### src/rtl/byte_output_buffer_pkg.sv
// Shared definitions for the byte output buffer: flag encodings, FSM state type
// and the flag-to-byte-count mapping.
package byte_output_buffer_pkg;

   localparam logic [1:0] FLAG_NONE  = 2'b00;
   localparam logic [1:0] FLAG_ONE   = 2'b01;
   localparam logic [1:0] FLAG_TWO   = 2'b11;
   localparam logic [1:0] FLAG_THREE = 2'b10;

   typedef enum logic {
      RUN   = 1'b0,
      DRAIN = 1'b1
   } state_t;

   // The flag encoding is not binary-ordered: 10 means three bytes.
   function automatic logic [1:0] byte_count(input logic [1:0] flag);
      case (flag)
         FLAG_ONE:   return 2'd1;
         FLAG_TWO:   return 2'd2;
         FLAG_THREE: return 2'd3;
         default:    return 2'd0;
      endcase
   endfunction

endpackage

### src/rtl/byte_output_buffer_ring.sv
// Ring storage for the byte output buffer: data and last-tag arrays with three
// write ports at consecutive addresses and one combinational read port.
module byte_ring_buffer
   import byte_output_buffer_pkg::*;
#(
   parameter int OUTPUT_DATA_WIDTH = 8,
   parameter int BUFFER_DEPTH      = 8,
   localparam int AW               = $clog2(BUFFER_DEPTH)
) (
   input  logic                         clk,
   input  logic                         reset,
   input  logic [AW-1:0]                wr_addr,
   input  logic [2:0]                   wr_en,
   input  logic [2:0]                   wr_tag,
   input  logic [OUTPUT_DATA_WIDTH-1:0] wr_data_1,
   input  logic [OUTPUT_DATA_WIDTH-1:0] wr_data_2,
   input  logic [OUTPUT_DATA_WIDTH-1:0] wr_data_3,
   input  logic [AW-1:0]                rd_addr,
   output logic [OUTPUT_DATA_WIDTH-1:0] rd_data,
   output logic                         rd_tag
);

   logic [OUTPUT_DATA_WIDTH-1:0] data_mem [BUFFER_DEPTH];
   logic [BUFFER_DEPTH-1:0]      tag_mem;
   logic [AW-1:0]                addr_2;
   logic [AW-1:0]                addr_3;

   // Depth is at least four, so the three write addresses never collide.
   assign addr_2 = wr_addr + AW'(1);
   assign addr_3 = wr_addr + AW'(2);

   always_ff @(posedge clk) begin
      if (wr_en[0]) data_mem[wr_addr] <= wr_data_1;
      if (wr_en[1]) data_mem[addr_2]  <= wr_data_2;
      if (wr_en[2]) data_mem[addr_3]  <= wr_data_3;
   end

   always_ff @(posedge clk) begin
      if (!reset) begin
         tag_mem <= '0;
      end else begin
         if (wr_en[0]) tag_mem[wr_addr] <= wr_tag[0];
         if (wr_en[1]) tag_mem[addr_2]  <= wr_tag[1];
         if (wr_en[2]) tag_mem[addr_3]  <= wr_tag[2];
      end
   end

   assign rd_data = data_mem[rd_addr];
   assign rd_tag  = tag_mem[rd_addr];

endmodule

### src/rtl/byte_output_buffer.sv
// Byte output buffer: accepts 0-3 resolved bytes per cycle from carry
// propagation and emits them one per cycle, holding off input while a frame drains.
module byte_output_buffer
   import byte_output_buffer_pkg::*;
#(
   parameter int OUTPUT_DATA_WIDTH = 8,
   parameter int BUFFER_DEPTH      = 8,
   localparam int AW               = $clog2(BUFFER_DEPTH)
) (
   input  logic                         clk,
   input  logic                         reset,
   input  logic                         in_valid,
   input  logic [1:0]                   in_flag,
   input  logic                         in_flag_last,
   input  logic [OUTPUT_DATA_WIDTH-1:0] in_bitstream_1,
   input  logic [OUTPUT_DATA_WIDTH-1:0] in_bitstream_2,
   input  logic [OUTPUT_DATA_WIDTH-1:0] in_bitstream_3,
   output logic                         in_ready,
   output logic                         out_valid,
   output logic [OUTPUT_DATA_WIDTH-1:0] out_byte,
   output logic                         out_last,
   input  logic                         out_ready,
   output logic [AW:0]                  occupancy,
   output logic                         err_empty_last
);

   localparam logic [AW:0] DEPTH_L = (AW+1)'(BUFFER_DEPTH);

   state_t        state;
   state_t        state_nxt;
   logic [AW-1:0] wr_ptr;
   logic [AW-1:0] rd_ptr;
   logic          empty_drain;
   logic [1:0]    n_bytes;
   logic          push;
   logic          pop;
   logic [2:0]    wr_en;
   logic [2:0]    wr_tag;
   logic          head_tag;
   logic [AW:0]   push_cnt;
   logic [AW:0]   pop_cnt;
   logic [AW:0]   free_slots;

   assign n_bytes    = byte_count(in_flag);
   assign push       = in_valid && in_ready;
   assign pop        = out_valid && out_ready;
   assign push_cnt   = push ? (AW+1)'(n_bytes) : '0;
   assign pop_cnt    = {{AW{1'b0}}, pop};
   assign free_slots = DEPTH_L - occupancy;

   // Only the last byte written by a frame-closing push carries the tag.
   always_comb begin
      wr_en  = '0;
      wr_tag = '0;
      for (int i = 0; i < 3; i++) begin
         wr_en[i]  = push && (n_bytes > 2'(i));
         wr_tag[i] = in_flag_last && (n_bytes == 2'(i + 1));
      end
   end

   byte_ring_buffer #(
      .OUTPUT_DATA_WIDTH (OUTPUT_DATA_WIDTH),
      .BUFFER_DEPTH      (BUFFER_DEPTH)
   ) u_ring (
      .clk       (clk),
      .reset     (reset),
      .wr_addr   (wr_ptr),
      .wr_en     (wr_en),
      .wr_tag    (wr_tag),
      .wr_data_1 (in_bitstream_1),
      .wr_data_2 (in_bitstream_2),
      .wr_data_3 (in_bitstream_3),
      .rd_addr   (rd_ptr),
      .rd_data   (out_byte),
      .rd_tag    (head_tag)
   );

   always_ff @(posedge clk) begin
      if (!reset) begin
         wr_ptr         <= '0;
         rd_ptr         <= '0;
         occupancy      <= '0;
         empty_drain    <= 1'b0;
         err_empty_last <= 1'b0;
      end else begin
         if (push) wr_ptr <= wr_ptr + AW'(n_bytes);
         if (pop)  rd_ptr <= rd_ptr + AW'(1);
         occupancy <= occupancy + push_cnt - pop_cnt;
         if (push && in_flag_last) begin
            empty_drain <= (n_bytes == 2'd0);
            if (n_bytes == 2'd0) err_empty_last <= 1'b1;
         end
      end
   end

   always_ff @(posedge clk) begin
      if (!reset) state <= RUN;
      else        state <= state_nxt;
   end

   // A frame closed with no bytes has no tag to wait for, so drain to empty instead.
   always_comb begin
      state_nxt = state;
      case (state)
         RUN:   if (push && in_flag_last) state_nxt = DRAIN;
         DRAIN: if ((pop && out_last) || (empty_drain && occupancy == '0)) state_nxt = RUN;
         default: state_nxt = RUN;
      endcase
   end

   always_comb begin
      in_ready  = (state == RUN) && (free_slots >= (AW+1)'(3));
      out_valid = (occupancy != '0);
      out_last  = head_tag && out_valid;
   end

endmodule
### config.mk
export PLATFORM = sky130hd
export DESIGN_NAME = byte_output_buffer
export DESIGN_NICKNAME = d
export VERILOG_FILES = /design/src/rtl/byte_output_buffer_pkg.sv /design/src/rtl/byte_output_buffer_ring.sv /design/src/rtl/byte_output_buffer.sv
export SDC_FILE = /design/constraint.sdc
export NUM_CORES = 1
export LEC_CHECK = 0
export BUFFER_PORTS_ARGS = -buffer_cell sky130_fd_sc_hd__buf_2
export CELL_PAD_IN_SITES_DETAIL_PLACEMENT = 2
export CELL_PAD_IN_SITES_GLOBAL_PLACEMENT = 2
export CORE_ASPECT_RATIO = 0.6
export CORE_MARGIN = 2
export CORE_UTILIZATION = 43
export DETAILED_ROUTE_END_ITERATION = 6
export PLACE_DENSITY = 0.85
export REMOVE_ABC_BUFFERS = 1
export SYNTH_ARGS = -nofsm -noshare
export SYNTH_HDL_FRONTEND = slang
export SYNTH_SLANG_ARGS = --single-unit
export TNS_END_PERCENT = 30
### constraint.sdc
create_clock -name clk -period 5.5 [get_ports clk]
set_input_delay 1.1 -clock clk [delete_from_list [all_inputs] [get_ports clk]]
set_output_delay 1.1 -clock clk [all_outputs]
set_load 0.005 [all_outputs]
==> insert_results.sql <==
INSERT INTO impl_metrics (metric_group, metric, value, unit) VALUES
('synth', 'async_reset_ff_frac', '0', ''),
('floorplan', 'coreArea', '12800', 'µm²'),
('cts', 'clkLatencyLatePin', '0.36', 'ns'),
('timing', 'final_max_slew_viol_count', '0', ''),
('routing', 'drt_pass1_iterations', '5', ''),
('global_route', 'initial_antenna_violation_count', '1', ''),
('critical_path', 'critical_path_peak_fanout', '16', ''),
('floorplan', 'io_pins', '47', ''),
('power_and_ir_drop', 'pwr_density_cell', '366', 'nW/µm²'),
('critical_path', 'setup.worst_path.class', 'reg2out', ''),
('cts', 'clock_buffer_depth', '2', ''),
('timing', 'setup_viol', '0', ''),
('cts', 'cts_buffers', '9', ''),
('cts', 'post-cts-setup-buffers', '0', ''),
('power_and_ir_drop', 'relative_contribution_of_the_clock_network_to_total_power', '0.267', ''),
('critical_path', 'crit_path_cell_trace', 'mux4_2 > mux2_2 > buf_2', ''),
('floorplan', 'initial_util', '0.439', ''),
('layout', 'ff_latch_area', '2400', 'µm²'),
('power_and_ir_drop', 'seqPwrFrac', '0.414', ''),
('flow_run', 'maxCapViolCount', '0', ''),
('power_and_ir_drop', 'p_int', '1.42', 'mW'),
('synth', 'synth-edff-count', '64', ''),
('global_route', 'groute.usage.overall', '0.318', ''),
('critical_path', 'worstRegToRegCells', '4', ''),
('layout', 'multi_input_area', '2880', 'µm²'),
('power_and_ir_drop', 'p_leak', '2.32', 'nW'),
('timing', 'highest_achievable_clock_rate', '265', 'MHz'),
('synth', 'synth_cells', '530', ''),
('timing', 'finalWorstPathRequiredPeriod', '3.77', 'ns'),
('critical_path', 'critPathSlowestCell', 'dfxtp_1', ''),
('hold_path', 'whs_path_depth', '2', ''),
('power_and_ir_drop', 'p_sw', '0.811', 'mW'),
('hold_path', 'min_to', 'err_empty_last', ''),
('cts', 'cts_num_sinks', '88', ''),
('routing', 'avgViaCountPerCell', '6.41', ''),
('timing', 'fin_skew', '0.00522', 'ns'),
('critical_path', 'cp_data_arrival_time', '2.67', 'ns'),
('routing', 'wire_per_inst', '29.7', 'µm'),
('routing', 'dr.first_iter.drc_count', '565', ''),
('critical_path', 'worst_r2r_endpoint', 'u_ring.data_mem[4][0]', ''),
('place', 'detailed_place_hpwl', '15200', 'µm'),
('critical_path', 'worstReg2RegStart', 'wr_ptr[0]', ''),
('critical_path', 'timing.critical_path.required', '4.40', 'ns'),
('cts', 'tritoncts', 'built', ''),
('layout', 'area_growth_syn_to_layout', '8.59', '%'),
('layout', 'layout.cells.most_common', 'mux2i_1', ''),
('floorplan', 'die_span_in_x', '151', 'µm'),
('global_route', 'number_of_global_route_vias_before_repair', '4680', ''),
('routing', 'antenna_violating_nets_post_route', '0', ''),
('critical_path', 'worst-r2r-setup-slack', '2.11', 'ns'),
('critical_path', 'critical_path.top_delay_family', 'flip-flops', ''),
('routing', 'post-route-drc-count', '0', ''),
('run_status', 'status', 'finished clean', ''),
('layout', 'n_fill_cell', '1330', ''),
('layout', 'nets', '585', ''),
('routing', 'postRouteWirelength', '21100', 'µm'),
('synth', 'synth_seq_cells', '88', ''),
('power_and_ir_drop', 'netSwitchingFraction', '0.364', ''),
('timing', 'hold_fails_final_rpt', '0', ''),
('cts', 'clock_tree.htree_level_count', '3', ''),
('critical_path', 'crit_buf_inv', '1', ''),
('synth', 'average_footprint_of_a_synthesized_cell', '10.6', 'µm²'),
('critical_path', 'worstSetupStartpointType', 'flop', ''),
('routing', 'detailroute.via_count', '4562', ''),
('critical_path', 'endpoint_kind', 'output pin', ''),
('cts', 'postCtsHoldBufs', '0', ''),
('global_route', 'globalRouteOverflowTotal', '0', ''),
('timing', 'worst_hold_slack', '0.495', 'ns'),
('hold_path', 'hold_path.class', 'reg2reg', ''),
('critical_path', 'delay_of_the_slowest_critical_path_stage', '1.16', 'ns'),
('layout', 'antennaDiodeCount', '0', '');
-- worst reg2reg max path, stage by stage (launching register included) --
cell      delay [ns]
dfxtp_1         0.75
ha_1            0.32
xor2_1          0.58
nand3_1         0.71
nand3b_1        0.67
-- per-stage QoR --
| step | util | instance area (µm²) | setup slack, ns | instances | power, mW |
|---|---|---|---|---|---|
| 2_1_floorplan | - | 5330 | 2.28 | 476 | 1.32 |
| 3_3_place_gp | 0.455 | 5820 | 2.01 | 696 | 1.56 |
| 3_5_place_dp | 0.455 | 5820 | 1.76 | 696 | 1.63 |
| 4_1_cts | 0.477 | 6090 | 1.67 | 712 | 2.22 |
| 5_1_grt | 0.477 | 6090 | 1.57 | 712 | 2.33 |
| 6_report | 0.477 | 6090 | 1.73 | 712 | 2.23 |
-- sequential cells by signal (all words and copies together) (netlist names), named ones only --
signal and flops:
u_ring.data_mem 64, rd_ptr 3, u_ring.tag_mem 8, occupancy 4
empty_drain 1, wr_ptr 3, err_empty_last 1, state 1
-- power by group through the flow --
stage          combinational (mW)  clock, mW  sequential (mW)
3_5_place_dp                0.692          0            0.934
5_1_grt                     0.769      0.622            0.935
4_1_cts                     0.705      0.591            0.923
3_3_place_gp                0.642          0            0.919
6_report                    0.711      0.594            0.923
2_1_floorplan               0.432          0            0.885
-- cell usage after synthesis (15+ instances only) --
| library cell | number | share of area |
|---|---|---|
| edfxtp_1 | 64 | 0.34 |
| o21ai_0 | 48 | 0.043 |
| dfxtp_1 | 24 | 0.086 |
| mux4_2 | 18 | 0.072 |
| ha_1 | 15 | 0.033 |
| clkbuf_1 | 23 | 0.015 |
| a21oi_1 | 17 | 0.015 |
| inv_1 | 16 | 0.011 |
| nor2_1 | 26 | 0.017 |
| nand2_1 | 65 | 0.044 |
| mux2i_1 | 74 | 0.13 |
-- how the worst max path moves through the flow --
stage,from,end,slack [ns],cells past startpoint
final,flop,out_byte[7],1.73,3
after global routing,flop,out_byte[3],1.57,3
after CTS,flop,out_byte[7],1.67,3
after detailed placement,in_flag[0],u_ring.data_mem[4][2],1.76,7
after global placement,in_valid,occupancy[3],2.01,11
after floorplan,in_flag[0],u_ring.data_mem[3][0],2.28,7
-- cell type report --
cell class	count	area share
clock buffer	9	0.0370
clock inverter	7	0.00761
inverter	16	0.00987
multi-input combinational	372	0.473
sequential	88	0.395
tap	170	0.0349
timing repair buffer	50	0.0428
-- cell families (layout without fill, tap and decap cells) --
group,after synthesis,after routing,synth area share
and+or+nand+nor,157,157,0.147
muxes,100,100,0.221
buffers and inverters,70,82,0.0594
adders and majority gates,17,17,0.0406
xor gates and xnor gates,6,6,0.00938
DFF,88,88,0.429
AOI/OAI and AO/OA,92,92,0.0949
-- layer usage --
| layer | wire, µm | up-vias | track usage |
|---|---|---|---|
| met5 | 0 | - | 0 |
| met4 | 339 | 0 | 0.0623 |
| met2 | 9430 | 207 | 0.482 |
| met3 | 1880 | 36 | 0.0877 |
| li1 | - | 1945 | - |
| met1 | 9490 | 2374 | 0.459 |
Note: power is estimated with default switching activity, not from simulation.
